`config.mk`:
```
export PLATFORM = sky130hd
export DESIGN_NAME = morse_char_buffer
export DESIGN_NICKNAME = d
export VERILOG_FILES = /design/src/rtl/morse_char_buffer.sv
export SDC_FILE = /design/constraint.sdc
export NUM_CORES = 1
export LEC_CHECK = 0
export CAP_MARGIN = 10
export CORE_MARGIN = 2
export CORE_UTILIZATION = 50
export DETAILED_ROUTE_END_ITERATION = 10
export PLACE_DENSITY = 0.8
export SETUP_SLACK_MARGIN = 0.05
export SYNTH_ARGS = -nofsm -noshare
export SYNTH_HDL_FRONTEND = slang
export SYNTH_SLANG_ARGS = --single-unit
```
`constraint.sdc`:
```
create_clock -name clk -period 2.9 [get_ports clk]
set_input_delay 0.435 -clock clk [delete_from_list [all_inputs] [get_ports clk]]
set_output_delay 0.435 -clock clk [all_outputs]
set_load 0.02 [all_outputs]
```
`src/rtl/morse_char_buffer.sv`:
```
// morse_char_buffer
//   Holds up to DIGITS character codes. Digit 0 is the newest. The block drives
//   a flat seven-segment bus and can stream the stored text, oldest character
//   first, to a downstream Morse encoder over a valid/ready handshake.
//
// Ports
//   clk, rst       system clock, synchronous active-low reset
//   en             block enable; when low, all command edges are ignored
//   wr_valid       write request level; a rising edge writes wr_code
//   wr_code        character code to write
//   bksp           backspace level; a rising edge deletes the newest character
//   clr            clear level; a rising edge empties the buffer and aborts playback
//   play_start     a rising edge starts playback when the buffer is not empty
//   play_ready     the downstream side accepts play_code
//   play_valid     play_code is valid (high for the whole playback)
//   play_code      character being played; BLANK when not playing
//   play_done      one-cycle pulse after the last character has been accepted
//   overflow       one-cycle pulse when a write is dropped because the buffer is full
//   count          number of stored characters
//   full, empty    count==DIGITS, count==0
//   seg_out        digit i is at [i*CODE_W +: CODE_W]
module morse_char_buffer #(
    parameter int                DIGITS = 8,
    parameter int                CODE_W = 8,
    parameter logic [CODE_W-1:0] BLANK  = {CODE_W{1'b0}}
) (
    input  logic                       clk,
    input  logic                       rst,
    input  logic                       en,
    input  logic                       wr_valid,
    input  logic [CODE_W-1:0]          wr_code,
    input  logic                       bksp,
    input  logic                       clr,
    input  logic                       play_start,
    input  logic                       play_ready,
    output logic                       play_valid,
    output logic [CODE_W-1:0]          play_code,
    output logic                       play_done,
    output logic                       overflow,
    output logic [$clog2(DIGITS+1)-1:0] count,
    output logic                       full,
    output logic                       empty,
    output logic [DIGITS*CODE_W-1:0]   seg_out
);

    localparam int CNT_W = $clog2(DIGITS+1);
    localparam int IDX_W = $clog2(DIGITS);

    typedef enum logic {IDLE, PLAY} state_t;

    state_t                        state, state_nxt;
    logic [DIGITS-1:0][CODE_W-1:0] dig;
    logic [IDX_W-1:0]              idx;
    logic                          prev_wr, prev_bksp, prev_clr, prev_play;

    // The history registers track the raw levels even while en is low, so a
    // level that went high while disabled is not seen as an edge on re-enable.
    logic e_wr, e_bksp, e_clr, e_play;
    assign e_wr   = en & wr_valid   & ~prev_wr;
    assign e_bksp = en & bksp       & ~prev_bksp;
    assign e_clr  = en & clr        & ~prev_clr;
    assign e_play = en & play_start & ~prev_play;

    // Priority clr > bksp > wr > play_start; only the winning edge acts.
    // Backspace, write and play start are only honoured while idle.
    logic idle, do_bksp, do_wr, do_start, accept;
    assign idle     = (state == IDLE);
    assign do_bksp  = idle & e_bksp & ~e_clr;
    assign do_wr    = idle & e_wr & ~e_bksp & ~e_clr;
    assign do_start = idle & e_play & ~e_wr & ~e_bksp & ~e_clr & ~empty;
    // en low freezes playback; a clear in the same cycle wins over the handshake.
    assign accept   = (state == PLAY) & en & play_ready & ~e_clr;

    assign full    = (count == CNT_W'(DIGITS));
    assign empty   = (count == '0);
    assign seg_out = dig;

    // FSM: state register
    always_ff @(posedge clk) begin
        if (!rst) state <= IDLE;
        else      state <= state_nxt;
    end

    // FSM: next state
    always_comb begin
        state_nxt = state;
        case (state)
            IDLE: if (do_start) state_nxt = PLAY;
            PLAY: if (e_clr || (accept && idx == '0)) state_nxt = IDLE;
            default: state_nxt = IDLE;
        endcase
    end

    // FSM: outputs
    always_comb begin
        play_valid = (state == PLAY);
        play_code  = play_valid ? dig[idx] : BLANK;
    end

    // Storage, playback index, edge history and status pulses
    always_ff @(posedge clk) begin
        if (!rst) begin
            dig       <= {DIGITS{BLANK}};
            count     <= '0;
            idx       <= '0;
            overflow  <= 1'b0;
            play_done <= 1'b0;
            prev_wr   <= 1'b0;
            prev_bksp <= 1'b0;
            prev_clr  <= 1'b0;
            prev_play <= 1'b0;
        end else begin
            prev_wr   <= wr_valid;
            prev_bksp <= bksp;
            prev_clr  <= clr;
            prev_play <= play_start;
            overflow  <= 1'b0;
            play_done <= 1'b0;

            if (e_clr) begin
                dig   <= {DIGITS{BLANK}};
                count <= '0;
            end else if (do_bksp) begin
                if (!empty) begin
                    for (int i = 0; i < DIGITS-1; i++) dig[i] <= dig[i+1];
                    dig[DIGITS-1] <= BLANK;
                    count <= count - CNT_W'(1);
                end
            end else if (do_wr) begin
                if (!full) begin
                    for (int i = DIGITS-1; i > 0; i--) dig[i] <= dig[i-1];
                    dig[0] <= wr_code;
                    count  <= count + CNT_W'(1);
                end else begin
                    overflow <= 1'b1;
                end
            end

            // Playback walks from the oldest stored digit down to digit 0.
            if (do_start) begin
                idx <= IDX_W'(count - CNT_W'(1));
            end else if (accept) begin
                if (idx == '0) play_done <= 1'b1;
                else           idx <= idx - IDX_W'(1);
            end
        end
    end

endmodule

```
Yosys cells after proc, flatten, opt, wreduce, memory -nomap -nowiden
Index checks and enable logic that the tools add are counted.
Widths: inputs -> output; s select.
{ "word_totals": {"ff_bits": 78, "input_bits": 16, "output_inout_bits": 81} }
{ "classes": {"addsub": 3, "magnitude_cmp": 1, "n_eq_ne": 4, "n_mux": 19, "bitwise": 33, "n_reduce_logical": 11} }
{ "op_table": {"columns": ["cell", "n"], "rows": [
  ["$mux 64", 4],
  ["$bmux 8 s3", 1],
  ["$and 1x1->1", 21],
  ["$mux 4", 4],
  ["$mux 8", 2],
  ["$not 1->1", 12],
  ["$mux 3", 3],
  ["$add 4x1->4 const B", 1],
  ["$eq 4x4->1 const B", 1],
  ["$logic_not 4->1", 1],
  ["$lt 3x4->1 const B", 1],
  ["$mux 1", 4],
  ["$ne 2x2->1 const B", 2],
  ["$reduce_bool 2->1", 2],
  ["$reduce_or 4->1", 1],
  ["$sub 4x1->4 const B", 1],
  ["$logic_not 3->1", 1],
  ["$reduce_and 3->1", 1],
  ["$reduce_or 3->1", 1],
  ["$sub 3x1->3 const B", 1],
  ["$ne 2x1->1 const B", 1],
  ["$pmux 1 s2", 1],
  ["$reduce_and 2->1", 1],
  ["$reduce_or 2->1", 1],
  ["2 further kinds", 2]
]} }

Logic depth before layout (Yosys ltp)
{ "depth": {"ltp_word": 9, "depth_mapped": 8, "depth_no_buf": 7} }

Least setup slack after synthesis
OpenSTA, ideal clock, no wires.
{ "synth_timing": {"kind": "reg2reg", "start": "reg count[0]", "end": "reg dig, in the netlist seg_out[24]", "arrival_time_ns": 2.334, "required_time_ns": 2.813, "path_slack_ns": 0.480, "path_stages_with_launch": 8, "path_cell_list": "dfxtp_1 > inv_1 > ha_1 > nor3b_1 > o22ai_4 > buf_6 > buf_4 > a211oi_1"} }
{ "synth_between": {"elab_chain_len": 3, "word_cells_on_any_way": 5, "cone_classes": "3 x eq/ne; 2 x reduce/logical"} }
{ "synth_lines": {"columns": ["element", "line_no", "rtl"], "rows": [
  ["start, declared", "40", "output logic [$clog2(DIGITS+1)-1:0] count,"],
  ["start signal, assigned", "127", "count <= count - CNT_W'(1);"],
  ["start signal, assigned", "133", "count <= count + CNT_W'(1);"],
  ["$logic_not 4->1", "75", "assign empty = (count == '0);"],
  ["named net empty", "42", "output logic empty,"],
  ["$ne 2x2->1 (no line)", null, null],
  ["$reduce_and 3->1 (no line)", null, null],
  ["end signal, assigned", "103", "dig <= {DIGITS{BLANK}};"],
  ["end signal, assigned", "121", "dig <= {DIGITS{BLANK}};"],
  ["end, declared", "52", "logic [DIGITS-1:0][CODE_W-1:0] dig;"]
]} }
The timed path passes the listed nets, and every way through them passes these cells.
A chain may end at the register's enable or synchronous reset.

Worst setup path after layout
{ "layout_timing": {"start": "reg idx[0]", "end": "out play_code[1]"} }
{ "layout_between": {"elab_chain_len": 3} }
{ "layout_lines": {"columns": ["element", "line_no", "rtl"], "rows": [
  ["start, declared", "53", "logic [IDX_W-1:0] idx;"],
  ["start signal, assigned", "141", "idx <= IDX_W'(count - CNT_W'(1));"],
  ["start signal, assigned", "144", "else idx <= idx - IDX_W'(1);"],
  ["$bmux 8 s3", "97", "play_code = play_valid ? dig[idx] : BLANK;"],
  ["$mux 8 (not written as such)", "97", null],
  ["$mux 8", "97", null],
  ["end, declared", "37", "output logic [CODE_W-1:0] play_code,"]
]} }
Every way passes these cells. The select of a mux whose other input is x is not followed.

==> insert_results.sql <==
INSERT INTO impl_metrics (metric_group, metric, value, unit) VALUES
('outcome', 'result_of_the_run', 'finished clean', ''),
('worst_setup_path', 'cell_by_cell_trace_of_the_critical_path', 'buf_4 -> mux4_2 -> mux2i_1 -> nor2b_1 -> clkdlybuf4s50_1', ''),
('worst_hold_path', 'min_path_type', 'register to register', ''),
('worst_setup_path', 'worstPathBufferInverterCount', '2', ''),
('sta', 'final_critical_path_setup_slack', '0.1404', 'ns'),
('floorplan', 'num_io_pins', '97', ''),
('sta', 'final_max_slew_viol_count', '0', ''),
('synthesis', 'ys_ff_latch', '78', ''),
('floorplan', 'coreArea', '7767', 'sq um'),
('finish', 'post_route_cells_drive_above_1_share', '10.84', '%'),
('placement', 'place_ws', '0.1957', 'ns'),
('routing', 'drt_iter0_markers', '196', ''),
('synthesis', 'synth_xor_area_share', '0.6518', '%'),
('sta', 'finalCritPeriodShare', '95.16', '%'),
('placement', 'place.detailed.instances', '575', ''),
('finish', 'number_of_nets_in_the_layout', '504', ''),
('clock_tree', 'ctsResizeCount', '1', ''),
('clock_tree', 'cts-root-to-sink-buffers', '2', ''),
('sta', 'period_minus_slack', '2.760', 'ns'),
('finish', 'syn2layout_area_growth', '30.42', '%'),
('sta', 'slew_headroom', '57.72', '%'),
('global_route', 'globalRouteTotalUtil', '23.57', '%'),
('sta', 'unrepaired_setup_endpoints_after_global_routing', 'no', ''),
('synthesis', 'syn_inst', '397', ''),
('sta', 'finalSetupViolations', '0', ''),
('placement', 'numPortBuffers', '96', ''),
('synthesis', 'synth_mux_area_share', '25.57', '%'),
('clock_tree', 'clkLatencyLatePin', '0.34', 'ns'),
('synthesis', 'synth_edf_count', '0', ''),
('clock_tree', 'htree_levels', '3', ''),
('floorplan', 'die_area', '8797', 'sq um'),
('clock_tree', 'clockRootBuffer', 'sky130_fd_sc_hd__clkbuf_8', ''),
('worst_setup_path', 'crit_slowest_cell', 'sky130_fd_sc_hd__clkdlybuf4s50_1', ''),
('synthesis', 'synth_flop_cell', 'sky130_fd_sc_hd__dfxtp_1', ''),
('synthesis', 'post_synth_instance_area', '4031', 'sq um'),
('floorplan', 'overall_die_height', '93.79', 'microns'),
('sta', 'report.final.hold_viol_count', '0', ''),
('routing', 'drc', '0', ''),
('clock_tree', 'cts_tree', 'built', ''),
('power_and_ir_drop', 'static-leakage-power', '1.938', 'nW'),
('worst_setup_path', 'worstPathRequired', '2.47', 'ns'),
('power_and_ir_drop', 'power-per-cell-area', '456.5', 'nW/um^2'),
('power_and_ir_drop', 'ir_worst_vdd', '0.2211', 'mV'),
('floorplan', 'rows', '32', ''),
('synthesis', 'synth_top_family_by_area', 'multiplexers', ''),
('finish', 'antenna_cells', '0', ''),
('sta', 'timing_worst_slew_pin_value', '0.6334', 'ns'),
('clock_tree', 'cts-buffers-inserted', '9', ''),
('global_route', 'vias_in_the_first_global_route', '3177', ''),
('synthesis', 'synth_sequential_area_ratio', '38.73', '%'),
('global_route', 'globalRoute.totalOverflow', '0', ''),
('routing', 'detail_route_antenna_nets', '0', ''),
('placement', 'hpwlAfterDp', '7141', 'microns'),
('worst_setup_path', 'critical_path_peak_fanout', '11', ''),
('worst_setup_path', 'max_stage_delay', '0.54', 'ns'),
('floorplan', 'initial_core_utilization', '51.90', '%'),
('routing', 'detailroute.via_count', '3412', ''),
('sta', 'maximum_clock_rate', '362.4', 'MHz'),
('synthesis', 'ys_async_sr_fraction', '0', '%'),
('routing', 'post_drt_wl_per_cell', '17.46', 'microns'),
('worst_setup_path', 'cp-start-kind', 'register', ''),
('synthesis', 'synthesis.yosys.warnings', '0', ''),
('worst_setup_path', 'critical_path_class', 'register to output pin', ''),
('sta', 'finalHoldWorstSlack', '0.5264', 'ns'),
('synthesis', 'synth_nets', '417', ''),
('worst_setup_path', 'timing.critical_path.arrival', '2.32', 'ns'),
('synthesis', 'synth_area_in_compound_gates', '15.30', '%'),
('global_route', 'number_of_antenna_violations_at_the_first_check_in_global_routing', '0', ''),
('synthesis', 'synth-simple-area-share', '13.28', '%'),
('run', 'cap_violations', '0', ''),
('synthesis', 'netlist-cell-type-count', '38', '');
cells by family after synthesis:
| logic type | after synthesis |
|---|---|
| AO/OA/AOI/OAI | 78 |
| XOR/XNOR | 3 |
| adder cells (fa/ha/maj) | 4 |
| buffers and inverters | 37 |
| flip-flops | 78 |
| multiplexers | 83 |
| AND/OR/NAND/NOR | 114 |
synthesized netlist by cell type, drive strengths merged (4+ instances only):
| cell | number | share of area [%] |
|---|---|---|
| mux2i | 67 | 17 |
| a22oi | 8 | 1.5 |
| and2 | 5 | 0.78 |
| nand2 | 4 | 0.37 |
| inv | 4 | 0.37 |
| buf | 23 | 3.9 |
| mux4 | 16 | 8.9 |
| nand3 | 4 | 0.50 |
| nor2 | 71 | 6.6 |
| clkbuf | 10 | 0.93 |
| nand2b | 4 | 0.62 |
| nor2b | 12 | 1.9 |
| ha | 4 | 1.2 |
| a211oi | 57 | 11 |
| dfxtp | 78 | 39 |
worst paths after layout:
path	startpoint	end	slack, ns	cells past startpoint
worst max-delay path	idx[0]	play_code[1]	0.14	5
worst min-delay path	count[3]	count[3]	0.53	2
worst max register to register	play_valid	seg_out[42]	0.60	6
worst min register to register	count[3]	count[3]	0.53	2
cell usage in the layout, fill, tap and decap left out, types with 2 or more instances in the layout:
| master | netlist | final |
|---|---|---|
| sky130_fd_sc_hd__nand2b_1 | 4 | 4 |
| sky130_fd_sc_hd__o22ai_1 | 2 | 2 |
| sky130_fd_sc_hd__clkdlybuf4s50_1 | 0 | 96 |
| sky130_fd_sc_hd__buf_12 | 0 | 4 |
| sky130_fd_sc_hd__nor2b_1 | 12 | 12 |
| sky130_fd_sc_hd__nor2_1 | 71 | 71 |
| sky130_fd_sc_hd__o21ai_0 | 2 | 2 |
| sky130_fd_sc_hd__nand2_1 | 4 | 3 |
| sky130_fd_sc_hd__and3_1 | 3 | 3 |
| sky130_fd_sc_hd__a211oi_2 | 7 | 7 |
| sky130_fd_sc_hd__a22oi_1 | 8 | 8 |
| sky130_fd_sc_hd__clkbuf_8 | 0 | 12 |
| sky130_fd_sc_hd__o21a_1 | 2 | 2 |
| sky130_fd_sc_hd__xnor2_1 | 2 | 2 |
| sky130_fd_sc_hd__a211oi_1 | 50 | 50 |
| sky130_fd_sc_hd__ha_1 | 4 | 4 |
| sky130_fd_sc_hd__mux4_2 | 16 | 16 |
| sky130_fd_sc_hd__buf_4 | 3 | 9 |
| sky130_fd_sc_hd__a21oi_1 | 3 | 3 |
| sky130_fd_sc_hd__clkbuf_1 | 10 | 4 |
| sky130_fd_sc_hd__inv_1 | 4 | 4 |
| sky130_fd_sc_hd__nand3_1 | 4 | 4 |
| sky130_fd_sc_hd__nor3b_1 | 2 | 2 |
| sky130_fd_sc_hd__mux2i_1 | 67 | 67 |
| sky130_fd_sc_hd__and2_1 | 5 | 5 |
| sky130_fd_sc_hd__dfxtp_1 | 78 | 77 |
| sky130_fd_sc_hd__or3_1 | 3 | 2 |
tightest hold or removal path: cells and delay by family, from the launching register on:
| family | cells | cell delay [ns] |
|---|---|---|
| multiplexers | 1 | 0.06 |
| AND/OR/NAND/NOR | 1 | 0.07 |
| flip-flops | 1 | 0.35 |
power breakdown:
group          switching, W  internal, W
sequential        0.0000684      0.00112
combinational      0.000237     0.000218
clock              0.000371     0.000384
area by class of cell:
type                       count  area [sq um]
fill                         620          2510
clock buffer                  16         180.2
multi-input combinational    282          2263
timing repair buffer         109          1109
inverter                       4         15.01
tap                          102         127.6
sequential                    78          1563
state kept, by name (all words and copies together) (netlist names):
signal / cells
prev_bksp: 1
idx: 3
play_valid: 1
seg_out: 64
prev_play: 1
overflow: 1
prev_clr: 1
prev_wr: 1
play_done: 1
count: 4
metrics by stage:
stage | util [%] | instance area (sq um) | total power (W)
after floorplan | - | 4031 | 0.001487
final | 67.69 | 5258 | 0.002400
after detailed placement | 65.35 | 5076 | 0.001667
after global routing | 67.69 | 5258 | 0.002497
after global placement | 65.35 | 5076 | 0.001652
after CTS | 67.69 | 5258 | 0.002408
routing by layer:
metal / up-vias / GRT usage, % / share of wire, %
met5: - / 0 / 0
met3: 7 / 2.809 / 4.4
met4: 0 / 7.126 / 0.86
met2: 102 / 37.14 / 47
met1: 1667 / 33.91 / 47
li1: 1636 / - / -
Note: power is estimated with default switching activity, not from simulation.
